[src/rtl/tt_um_prio_event_queue.sv]
// Captures each new valid winning index from the priority encoder stage and
// queues it in a 4-deep FIFO that a host drains with a pop strobe.
module tt_um_prio_event_queue (
   input  logic [7:0] ui_in,
   output logic [7:0] uo_out,
   input  logic [7:0] uio_in,
   output logic [7:0] uio_out,
   output logic [7:0] uio_oe,
   input  logic       ena,
   input  logic       clk,
   input  logic       rst_n
);

   localparam logic [2:0] DEPTH = 3'd4;

   logic [7:0] code_s1, code_s2;
   logic [2:0] ctl_s1, ctl_s2;
   logic [4:0] prev;
   logic       pop_s2_d;
   logic [3:0] mem [4];
   logic [1:0] wr_ptr, rd_ptr;
   logic [2:0] count;
   logic       overflow;
   logic       pop_ack;

   logic       cur_valid;
   logic [4:0] cur;
   logic       flush;
   logic       push_req, pop_req;
   logic       full, pop_eff, push_ok, drop;

   logic unused_ok;
   assign unused_ok = &{1'b0, ena, uio_in[7:3]};

   // ctl bits: [0] pop strobe, [1] flush, [2] encoder enable.
   always_comb begin
      cur_valid = (code_s2[7:4] == 4'b0000) & ctl_s2[2];
      cur       = {cur_valid, code_s2[3:0]};
      flush     = ctl_s2[1];
      push_req  = cur_valid & (cur != prev);
      pop_req   = ctl_s2[0] & ~pop_s2_d;
      full      = (count == DEPTH);
      pop_eff   = pop_req & (count != 3'd0) & ~flush;
      push_ok   = push_req & (~full | pop_eff) & ~flush;
      drop      = push_req & full & ~pop_eff & ~flush;
   end

   // NOTE: sequential state uses non-blocking assignments so every register
   // samples the pre-edge values, independent of statement order.
   always_ff @(posedge clk or negedge rst_n) begin
      if (!rst_n) begin
         code_s1  <= 8'h00;
         code_s2  <= 8'h00;
         ctl_s1   <= 3'b000;
         ctl_s2   <= 3'b000;
         prev     <= 5'b0;
         pop_s2_d <= 1'b0;
         wr_ptr   <= 2'd0;
         rd_ptr   <= 2'd0;
         count    <= 3'd0;
         overflow <= 1'b0;
         pop_ack  <= 1'b0;
      end else begin
         code_s1  <= ui_in;
         code_s2  <= code_s1;
         ctl_s1   <= uio_in[2:0];
         ctl_s2   <= ctl_s1;
         prev     <= cur;
         pop_s2_d <= ctl_s2[0];
         pop_ack  <= pop_eff;
         if (flush) begin
            wr_ptr   <= 2'd0;
            rd_ptr   <= 2'd0;
            count    <= 3'd0;
            overflow <= 1'b0;
         end else begin
            if (push_ok) wr_ptr <= wr_ptr + 2'd1;
            if (pop_eff) rd_ptr <= rd_ptr + 2'd1;
            if (push_ok && !pop_eff)      count <= count + 3'd1;
            else if (pop_eff && !push_ok) count <= count - 3'd1;
            if (drop) overflow <= 1'b1;
         end
      end
   end

   // NOTE: the storage array has no reset; count gates every read, so stale
   // contents are never visible and the array can map to plain flops/RAM.
   always_ff @(posedge clk) begin
      if (push_ok) mem[wr_ptr] <= code_s2[3:0];
   end

   always_comb begin
      uo_out[3:0] = (count != 3'd0) ? mem[rd_ptr] : 4'h0;
      uo_out[4]   = (count != 3'd0);
      uo_out[5]   = full;
      uo_out[6]   = overflow;
      uo_out[7]   = pop_ack;
      uio_out     = {1'b0, count, 4'b0000};
      uio_oe      = 8'b0111_0000;
   end

endmodule

[config.mk]
export PLATFORM = sky130hd
export DESIGN_NAME = tt_um_prio_event_queue
export DESIGN_NICKNAME = d
export VERILOG_FILES = /design/src/rtl/tt_um_prio_event_queue.sv
export SDC_FILE = /design/constraint.sdc
export NUM_CORES = 1
export LEC_CHECK = 0
export ABC_AREA = 1
export BUFFER_PORTS_ARGS = -buffer_cell sky130_fd_sc_hd__buf_2
export CORE_ASPECT_RATIO = 0.7
export CORE_MARGIN = 5
export CORE_UTILIZATION = 35
export DETAILED_ROUTE_END_ITERATION = 16
export PLACE_DENSITY_LB_ADDON = 0.12
export SLEW_MARGIN = 20
export SYNTH_ARGS = -nofsm -noshare
export SYNTH_HDL_FRONTEND = slang
export SYNTH_SLANG_ARGS = --single-unit
[constraint.sdc]
create_clock -name clk -period 1.8 [get_ports clk]
set_input_delay 0.54 -clock clk [delete_from_list [all_inputs] [get_ports clk]]
set_output_delay 0.54 -clock clk [all_outputs]
set_load 0.02 [all_outputs]
======== Word-level counts from Yosys, hierarchy flattened ========
Memories as Yosys holds them, arrays and structs flattened.
Index checks and enable logic that the tools add are counted.
cells by class
  bitwise operators ....................... 15
  muxes and demuxes ....................... 12
  reductions and logical operators ........ 10
  $add $sub $neg .......................... 4
  equality and inequality tests ........... 2
operators with widths
  cell                                              count
  bitwise AND 1 bit                                 10
  two-way mux 3 bit                                 3
  two-way mux 2 bit                                 4
  nonzero test 2 bit                                3
  nonzero test 3 bit                                2
  inequality test 5 bit                             1
  adder 2 x 1 -> 2 bit, second input constant       2
  logical NOT 4 bit                                 1
  two-way mux 1 bit                                 4
  two-way mux 4 bit                                 1
  NOT 1 bit                                         4
  adder 3 x 1 -> 3 bit, second input constant       1
  == test 3 bit, second input constant              1
  subtractor 3 x 1 -> 3 bit, second input constant  1
  logical AND 1 bit                                 2
  logical NOT 1 bit                                 2
  bitwise OR 1 bit                                  1
storage, ports and cells
  output and inout bits ................... 24
  logic and storage cells ................. 55
  bits in registers ....................... 37
  memories ................................ 1
  RAM bits ................................ 16
memories
  memory  words  width  rd ports  clocked after memory_dff  write ports  line  text
  mem     4      4      1         0                         1            20    logic [3:0] mem [4];

======== Longest topological paths before layout ========
Gate-level depths: netlist of run 1.
  depth in word-level cells ............... 12
  depth in mapped cells ................... 13

======== Worst setup path before layout of run 1 ========
Ideal clock, no wire load.
  path type ............................... register -> register
  start point ............................. register count[1]
  end point ............................... register count[2]
  setup time .............................. 117 ps
  path slack .............................. -228 ps
  stages on the path, launching flop included .. 13
  clock period less this slack ............ 2028 ps
  arrival time ............................ 1912 ps
  cells stage by stage .................... dfrtp_1 -> inv_1 -> nand3_4 -> nand3_4 -> nand2_2 -> nand4_2 -> nor2_1 -> fa_1 -> xnor2_1 -> o21bai_2 -> nand2_1 -> nand2_1 -> nand2_1
on the way
  cells in the longest elaborated chain, start to end .. 9
  elaborated cells on any way between the ends .. 18
  those cells by class .................... add/sub (2); eq/ne (1); mux (3); bitwise (6); reduce/logical (6)
ends and longest elaborated chain
  what                                                            line    text
  start, declared                                                 22      logic [2:0] count;
  start signal, assigned                                          79      if (push_ok && !pop_eff) count <= count + 3'd1;
  start signal, assigned                                          80      else if (pop_eff && !push_ok) count <= count - 3'd1;
  nonzero test 3 bit *                                            -
  net uo_out[4]                                                   5       output logic [7:0] uo_out,
  bitwise AND 1 bit * (2 in a row)                                43      pop_eff = pop_req & (count != 3'd0) & ~flush;
  bitwise OR 1 bit                                                44      push_ok = push_req & (~full | pop_eff) & ~flush;
  bitwise AND 1 bit (2 in a row)                                  44
  logical AND 1 bit / logical NOT 1 bit (equally long branches)   79, 80
  two-way mux 3 bit / logical AND 1 bit (equally long branches)   79, 80
  two-way mux 3 bit / nonzero test 3 bit (equally long branches)  -
Mark *: on every way through the listed nets, which the timed path passes. The rest lies on a longest branch. The select of a mux whose other input is x is not followed.
A chain may end at the register's enable or synchronous reset.

======== Worst setup path in the final report of run 1 ========
  start point ............................. register rd_ptr[0]
  end point ............................... output port uo_out[2]
on the way
  cells in the longest elaborated chain, start to end .. 2
ends and longest elaborated chain
  what                    line  text
  start, declared         21    logic [1:0] wr_ptr, rd_ptr;
  start signal, assigned  78    if (pop_eff) rd_ptr <= rd_ptr + 2'd1;
  memory (4 x 4 bit)      -
  two-way mux 4 bit       93    uo_out[3:0] = (count != 3'd0) ? mem[rd_ptr] : 4'h0;
  end, declared           5
Every way passes these cells.

==> results of run 1 <==
-- synthesized netlist by cell type --
master and instances:
clkbuf_1 1, clkbuf_4 1, buf_4 16, o21ai_1 2, bufinv_8 1, nor2_4 2, nand2_1 20, o21bai_2 1
nand3_4 3, fa_1 1, nand3_1 2, nand4_1 1, nor2_1 27, nand4_2 1, o21ai_0 11, edfxtp_1 16
dfrtp_1 37, inv_1 19, ha_1 4, nand3_2 3, xnor2_1 2, nand2_2 1, inv_2 3, a21oi_1 7
and3_1 1, nor3_2 1, conb_1 2
-- registers in the layout (all words and copies together) (netlist names), 2 cells and up --
name and flops:
ctl_s2 3, wr_ptr 2, count 3, mem 16, ctl_s1 3, code_s1 8
prev 5, rd_ptr 2, code_s2 8
-- cell type report --
type	count	area share, %
clock inverter	2	0.495
clock buffer	6	3.38
multi-input combinational	103	23.9
timing repair buffer	55	14.2
tap	78	3.51
sequential	53	50.8
inverter	23	3.78
-- cell families (layout without fill, tap and decap cells) --
group                      after synthesis  in the layout  synth area share [%]
AOI/OAI and AO/OA                       21             21                  5.11
buffers and inverters                   41             86                  10.6
other                                    2             13                 0.345
adders and majority gates                5              5                  3.22
DFF                                     53             53                  64.6
xor gates and xnor gates                 2              2                 0.805
and+or+nand+nor                         62             62                  15.3
-- worst max-delay path, cell delays in order (launching register included) --
cell,delay (ns)
dfrtp_1,0.42
buf_12,0.15
nor2_1,0.10
nor2_1,0.04
o21ai_1,0.10
a21oi_1,0.08
buf_4,0.16
-- layer usage --
metal  part of all wire, %  vias up
li1                      -      670
met3                   7.4        5
met2                    42       36
met5                     0        -
met1                    50      588
met4                   1.2        0
-- per-stage QoR --
stage	setup slack (ns)	util (%)	cell area, um2	hold slack (ns)
6_report	-0.0874	45.3	2780	0.260
5_1_grt	-0.271	45.3	2780	0.304
4_1_cts	-0.114	44.0	2690	0.270
3_5_place_dp	-0.149	40.7	2490	0.335
3_3_place_gp	-0.128	40.7	2490	0.333
2_1_floorplan	-0.0937	-	2240	0.244
-- cells in the final DEF, fill, tap and decap left out, types with 3 or more instances in the layout --
cell type	netlist	routed
buf_2	0	17
a21oi_1	7	7
inv_2	3	4
nor2_4	2	4
nand2_1	20	18
nor2_2	0	7
inv_1	19	16
buf_4	16	34
dfrtp_1	37	34
buf_6	0	3
dfrtp_2	0	3
o21ai_1	2	8
o21ai_0	11	5
nand3_4	3	4
edfxtp_1	16	16
conb_1	2	13
nor2_1	27	18
clkbuf_8	0	5
ha_1	4	4
-- worst max path at each step --
stage               slack (ns)         to
finish                   -0.09  uo_out[2]
global route             -0.27   count[2]
CTS                      -0.11  uo_out[3]
detailed placement       -0.15   count[2]
global placement         -0.13   count[2]
floorplan                -0.09   count[2]
-- report_power, final --
group,switching (mW),internal [mW]
logic,0.446,0.417
registers,0.0493,1.30
clock network,0.376,0.361
-- repair_timing --
action,CTS,global route
setup buffers,7,4
pin swaps,10,9
resized for setup,17,18
gates cloned,0,0
endpoints found under the setup margin,6,12
==> metrics, run 1 <==
final net count 265; power per cell area 1060 nW/um2; TNS Setup -0.406 ns; mean post-synth cell area 11.7 um2; R2R depth 12; fin crit period 1.89 ns; Clock Root Buffer clkbuf_8; # IOs 43; DR pass1 iterations 4; maximum clock insertion buffer count 2; Worst-Skew Late Latency 0.31 ns; Pwr Total 2.95 mW; GRT Overall Usage 9.34%; Required @ worst endpoint 1.26 ns; Synth warnings 0; area grow syn2layout 27.6%; Crit. End Element output port; Pleak 1.26 nW; Final Hold Fails 0; ant diodes 0; worst setup path class reg -> out; number of remaining DRC errors 0; fin crit share 105%; initial core utilization 35.5%; CTS tree done; vias per cell 4.06; GPL Wtd Cong 0.734; H-tree lvl count 2; Cell Count Post-Placement 301; antenna-violating nets left 0; via count 1299; r2r setup slk -0.07 ns; die height 76.0 um; worst hold path type in -> async; Most Crowded Layer GR met1; register area share after synthesis 64.6%; Final Setup Violations 5; DIE AREA 7920 um2; RSZ-0062 raised after global routing yes; largest net degree at the start of global routing 38; hpwl dp 2.62 mm; maximum capacitance violations 0; Worst-path clk slew 0.08 ns; Fill cells 596; hold_buf cts 0; Syn Inst Count 186; met1 Use GR 13.6%; Non-Filler Instances 320; clk sinks 53; Yosys top cell by area dfrtp_1; CTS Buf Count 5; Max rail drop VDD 463 uV; first-pass GRT wire length 5.90 mm; Max Fanout on Critical Path 8; post-synth top area share 42.5%; Rows 24; worst reg2reg path startpoint count[1]; Worst R2R End count[2]; ratio of cells with drive above 1 in the final layout 40.5%; initial antenna violation count 0; total grt overflow 0; final WL 3.54 mm; Die Wd 104 um; vias in the first global route 1217; Post-Syn Area 2180 um2; CP arrival 1.35 ns; Yosys cell types 27; port buffer count 23; Final WS setup -0.0874 ns; failing checks setup timing; multi-input logic area 663 um2; Core Box Area 6130 um2; register bit total from synthesis 53; wire per inst 11.1 um; Setup Skew 0.0119 ns; met3 usage 3.73%; Max Slew Vio Count 0; Peak Freq 530 MHz; status complete, but fails checks; grt met2 use 12.6%; crit path launch rd_ptr[0]; Critical Path Source Type flop; storage element area 1410 um2; DR iter-0 viols 19; top post-synthesis cells by area dfrtp_1 43%, edfxtp_1 22%, buf_4 5.5%
(Power assumes the default switching activity.)
==> run 2: changes to the inputs <==
==> constraint.sdc (replaced) <==
create_clock -name clk -period 1.95 [get_ports clk]
set_input_delay 0.585 -clock clk [delete_from_list [all_inputs] [get_ports clk]]
set_output_delay 0.585 -clock clk [all_outputs]
set_load 0.02 [all_outputs]
==> run 2 against run 1 <==
  * The flow still finishes with violations (setup timing)
  * Sequential cell count unchanged
  * Cell count down 2.8%
  * Combinational power down 19%
  * Largest power group unchanged
  * Critical path depth unchanged
  * First-iteration DRC count up 74%
  * Design area down 3.4%
  * Die area unchanged
  * Global-route usage up 0.14 points
  * Worst setup slack better by 0.049 ns
  * Via count down 0.15%
==> metrics, run 2 (synthesis gave the netlist of run 1 again) <==
Max rail drop VDD 343 uV (-26%); switching part of the total power 28.9% (-0.56 points); vias in the first global route 1228 (+0.90%); antenna-violating nets left 0 (unchanged); largest reg by FF count mem; Peak Freq 503 MHz; maximum capacitance violations 0 (unchanged); CTS tree done; final net count 256 (-3.4%); Max Fanout on Critical Path 6 (-2); Rows 24 (unchanged); biggest regs mem: 16 flops, code_s1: 8 flops, code_s2: 8 flops; Final Hold Fails 0 (unchanged); GPL Wtd Cong 0.758 (+3.3%); Layout Utilization 43.8% (-1.5 points); status complete, but fails checks; Net Sw Power 0.782 mW (-10%); total grt overflow 0 (unchanged); Clk pwr share 27.5% (+2.6 points); max FFs per register 16 (unchanged); final WL 3.67 mm (+3.7%); CP arrival 1.40 ns (+0.05 ns); Core Box Area 6130 um2 (unchanged); Crit. End Element output port; Max Slew Vio Count 0 (unchanged); Pint 1.92 mW (-7.8%); first-pass GRT wire length 5.97 mm (+1.2%); RSZ-0062 raised after global routing yes; area grow syn2layout 23.3%; Pleak 1.23 nW (-2.7%); Critical-path top delay cell dfrtp_2; worst slack at placement -0.0286 ns (+0.120 ns); fin crit share 102%; failing checks setup timing; worst path cell trace buf_6 -> nor2_1 -> nor2_1 -> o21ai_1 -> a21oi_1 -> buf_4; worst setup path class reg -> out; port buffer count 23 (unchanged); CTS Buf Count 5 (unchanged); GRT Overall Usage 9.47% (+0.14 points); DIE AREA 7920 um2 (unchanged); vias per cell 4.17 (+2.7%); DR iter-0 viols 33 (+14); worst hold path type in -> async; Worst path max stage delay 0.46 ns (+0.04 ns); initial core utilization 35.5% (unchanged); Critical Path Source Type flop; # IOs 43 (unchanged); ant diodes 0 (unchanged); Required @ worst endpoint 1.36 ns (+0.10 ns); ratio of cells with drive above 1 in the final layout 35.6% (-4.9 points); number of remaining DRC errors 0 (unchanged); Gate power share 25.8% (-3.4 points); DR pass1 iterations 4 (unchanged); Final Setup Violations 3 (-2); Clock Root Buffer clkbuf_8; via count 1297 (-0.15%); largest net degree at the start of global routing 21 (-45%); Worst-path clk slew 0.09 ns (about the same); initial antenna violation count 0 (unchanged); Worst-Skew Late Latency 0.30 ns (about the same); die height 76.0 um (unchanged); wire per inst 11.8 um (+6.7%); clk sinks 53 (unchanged); commonest non-fill, non-tap cell in the layout dfrtp_1; Setup Skew 0.00441 ns (-0.00753 ns); fin crit period 1.99 ns; Die Wd 104 um (unchanged); maximum clock insertion buffer count 2 (unchanged); Flop pwr share 46.7% (+0.9 points); CP dominant cell by count nor2_1; Final WS setup -0.0380 ns (+0.0494 ns); H-tree lvl count 2 (unchanged); power per cell area 1010 nW/um2 (-5.3%); hpwl dp 2.66 mm (+1.4%); most frequent cells in the layout 33 x dfrtp_1, 25 x buf_4, 24 x nor2_1, 20 x nand2_1, 19 x buf_2
==> run 2: changes by cell type in the layout (fill, tap and decap cells not counted), sizes merged <==
cell / previous run / this run
buf: 55 / 46
clkbuf: 6 / 7
inv: 23 / 22
==> run 2: per-layer routing <==
metal	track usage, %	vias to the layer above	wire length (um)	part of all wire [%]
li1	-	652	-	-
met1	12.6	605	1640	45
met2	13.9	38	1760	48
met3	3.39	2	241	6.6
met4	4.27	0	34	0.93
met5	0	-	0	0
==> run 2: power by group through the flow <==
| stage | Clock, mW | Sequential [mW] | Combinational [mW] |
|---|---|---|---|
| after detailed placement | 0 | 1.28 | 0.540 |
| final | 0.743 | 1.26 | 0.697 |
| after floorplan | 0 | 1.29 | 0.360 |
| after global placement | 0 | 1.28 | 0.529 |
| after CTS | 0.774 | 1.26 | 0.592 |
| after global routing | 0.825 | 1.27 | 0.755 |
==> run 2: through the flow <==
step | power (mW) | hold slack [ns] | area [um2] | TNS, ns | instances
final | 2.70 | 0.212 | 2680 | -0.0740 | 311
after global routing | 2.85 | 0.234 | 2680 | -0.584 | 311
after CTS | 2.63 | 0.222 | 2580 | 0 | 303
after detailed placement | 1.82 | 0.336 | 2410 | -0.0286 | 293
after global placement | 1.80 | 0.332 | 2410 | 0 | 293
after floorplan | 1.65 | 0.289 | 2230 | 0 | 197
==> run 2: layout make-up <==
cell class | instances | area [um2]
inverters | 23 | 113
clock inverters | 1 | 5.00
flip-flops and latches | 53 | 1410
clock buffers | 7 | 119
well taps | 78 | 97.6
fillers | 589 | 3440
repair buffers | 46 | 305
multi-input cells | 103 | 633
==> run 2: final timing paths <==
path                            start    endpoint  slack (ns)  cells after the start
setup reg to reg           code_s2[3]    count[2]        0.05                     12
min in group clk           code_s1[3]  code_s2[3]        0.35                      0
hold reg to reg            code_s1[3]  code_s2[3]        0.35                      0
max in group asynchronous       rst_n  code_s1[7]        1.21                      2
hold / removal                  rst_n     pop_ack        0.21                      1
setup / recovery            rd_ptr[0]   uo_out[0]       -0.04                      6
==> run 2: repair_timing <==
| item | in CTS | in global routing |
|---|---|---|
| hold buffers | 0 | 0 |
| endpoints found under the setup margin | 5 | 6 |
| pin swaps | 4 | 14 |
| resized for setup | 12 | 16 |
| buffers inserted | 2 | 8 |
==> run 2: worst max-delay path: cells and delay by family (launching register included) <==
kind            cells  cell delay [ns]
compound gates      2             0.22
simple gates        2             0.14
buf+inv             2             0.30
flops               1             0.46
==> run 3: changes to the inputs <==
--- a/config.mk
+++ b/config.mk
@@ -12,6 +12,7 @@
 export CORE_UTILIZATION = 35
 export DETAILED_ROUTE_END_ITERATION = 16
 export PLACE_DENSITY_LB_ADDON = 0.12
+export REMOVE_ABC_BUFFERS = 1
 export SLEW_MARGIN = 20
 export SYNTH_ARGS = -nofsm -noshare
 export SYNTH_HDL_FRONTEND = slang
==> run 3 against run 2 <==
  * The run still ends with setup timing left
  * Via count grew 3.2%
  * Maximum frequency is 1.7% higher
  * Sequential power is essentially flat
  * Critical path depth unchanged
  * Die area unchanged
  * Worst setup slack better by 0.033 ns
  * Cell count did not move
  * Clock-buffer cell count is the same
  * Register-to-register slack is essentially flat
  * Clock skew up 0.0013 ns
  * Critical endpoint is now uo_out[2]
==> metrics, run 3 (synthesis gave the netlist of run 1 again) <==
status complete, but fails checks; failing checks setup timing; GPL Wtd Cong 0.761 (+0.37%); Clk pwr share 23.4% (-4.1 points); DR pass1 iterations 4 (unchanged); Die Wd 104 um (unchanged); largest reg by FF count mem; maximum clock insertion buffer count 2 (unchanged); worst path cell trace buf_12 -> nor2_4 -> nor2_1 -> o21ai_1 -> a21oi_1 -> buf_4; number of remaining DRC errors 0 (unchanged); R2R depth 11 (-1); CP Depth 6 (unchanged); CTS Buf Count 5 (unchanged); Worst path max stage delay 0.45 ns (about the same); fin crit share 100% (-1.7 points); vias per cell 4.31 (+3.2%); Core Box Area 6130 um2 (unchanged); worst setup path class reg -> out; vias in the first global route 1298 (+5.7%); Peak Freq 511 MHz (+1.7%); Fill cells 569 (-3.4%); Worst-path clk slew 0.09 ns (about the same); DIE AREA 7920 um2 (unchanged); RSZ-0062 raised after global routing yes; Pleak 1.20 nW (-1.9%); initial core utilization 35.5% (unchanged); die height 76.0 um (unchanged); multi-input logic area 633 um2 (unchanged); CTS tree done; Critical Path Source Type flop; Max Fanout on Critical Path 8 (+2); Max rail drop VDD 490 uV (+43%); CP bufs+invs 2 (unchanged); Setup Skew 0.00570 ns (+0.00129 ns); Flop pwr share 48.4% (+1.7 points); Final Setup Violations 3 (unchanged); Top Family by Delay on Critical Path flip-flops; Hold Slack 0.301 ns (+0.0897 ns); largest net degree at the start of global routing 38 (+81%); max FFs per register 16 (unchanged); storage element area 1410 um2 (-0.18%); Gate power share 28.2% (+2.4 points); Worst-Skew Late Latency 0.30 ns (about the same); Clock Root Buffer clkbuf_8; total grt overflow 0 (unchanged); via count 1339 (+3.2%); port buffer count 23 (unchanged); GRT Overall Usage 9.58% (+0.11 points); DP Area 2390 um2 (-0.83%); final WL 3.70 mm (+0.76%); Rows 24 (unchanged); fin crit period 1.96 ns (-0.0328 ns); most frequent cells in the layout 35 x dfrtp_1, 25 x buf_4, 20 x nor2_1, 20 x nand2_1, 18 x buf_2; final instance area 2650 um2 (-1.3%); Critical-path top delay cell dfrtp_2; Crit. End Element output port; first-pass GRT wire length 6.17 mm (+3.4%); hold_buf cts 0 (unchanged); Final WS setup -0.00515 ns (+0.0328 ns); hpwl dp 2.67 mm (+0.46%); area grow syn2layout 21.7%; DR iter-0 viols 36 (+9.1%); CP arrival 1.37 ns (-0.03 ns); # IOs 43 (unchanged); antenna-violating nets left 0 (unchanged); ant diodes 0 (unchanged); Max Slew Vio Count 0 (unchanged); switching part of the total power 30.6% (+1.7 points); biggest regs mem: 16 flops, code_s1: 8 flops, code_s2: 8 flops; commonest non-fill, non-tap cell in the layout dfrtp_1; r2r setup slk 0.04 ns (about the same); wire per inst 11.9 um (+0.76%); Pint 1.79 mW (-6.9%); Required @ worst endpoint 1.36 ns (about the same); ratio of cells with drive above 1 in the final layout 35.6% (unchanged); H-tree lvl count 2 (unchanged); maximum capacitance violations 0 (unchanged); final net count 256 (unchanged); Pwr Total 2.58 mW (-4.6%); worst slack at placement -0.00506 ns (+0.0236 ns); initial antenna violation count 0 (unchanged); Final Hold Fails 0 (unchanged); power per cell area 973 nW/um2 (-3.4%); Net Sw Power 0.790 mW (+0.93%); TNS Setup -0.0132 ns (+0.0607 ns); clk sinks 53 (unchanged); worst hold path type in -> async
## run 3: final timing paths
check                           start          to
min                             rst_n    count[1]
min in group clk           code_s1[7]  code_s2[7]
max in group asynchronous       rst_n   rd_ptr[0]
max reg2reg                  count[0]    count[2]
min reg2reg                code_s1[7]  code_s2[7]
max                         rd_ptr[0]   uo_out[2]
## run 3: timing repair
action                                  CTS  global route
endpoints found under the hold margin     0             0
resized for setup                        14            17
buffers inserted                          9             2
endpoints found under the setup margin    5             6
pin swaps                                 2             6
## run 3: layout make-up
| class | count | share of cell area, % |
|---|---|---|
| clock buffer | 7 | 2.93 |
| clock inverter | 1 | 0.236 |
| inverter | 23 | 4.01 |
| multi-input combinational | 103 | 23.9 |
| sequential | 53 | 53.2 |
| tap | 78 | 3.68 |
| timing repair buffer | 46 | 12.1 |
## run 3: worst reg2reg max path, stage by stage, from the launching register on
cell      delay [ns]
dfrtp_1         0.43
buf_6           0.14
nor3_4          0.18
nand2_2         0.10
nand4_4         0.10
nor2_1          0.06
fa_2            0.36
xnor2_2         0.15
o21bai_2        0.13
nand2_1         0.06
nand2_1         0.05
nand2_1         0.04
## run 3: per-stage QoR
stage                     std cells  util (%)
final                           311      43.3
after global routing            311      43.3
after CTS                       309      42.1
after detailed placement        292      39.0
after global placement          292      39.0
after floorplan                 179         -
## run 3: per-layer routing
metal  global-route usage, %  vias up  share of wire [%]  wire, um
met5                       0        -                  0         0
met4                    3.49        0                1.1        41
met3                    3.13        4                5.6       208
met2                    15.5       36                 47      1750
met1                    11.9      644                 46      1700
li1                        -      655                  -         -
## run 3: power by group through the flow
stage,combinational (mW),sequential [mW],clock (mW)
CTS,0.666,1.25,0.625
global placement,0.544,1.27,0
detailed placement,0.551,1.27,0
floorplan,0.314,1.30,0
global route,0.791,1.25,0.667
finish,0.728,1.25,0.603
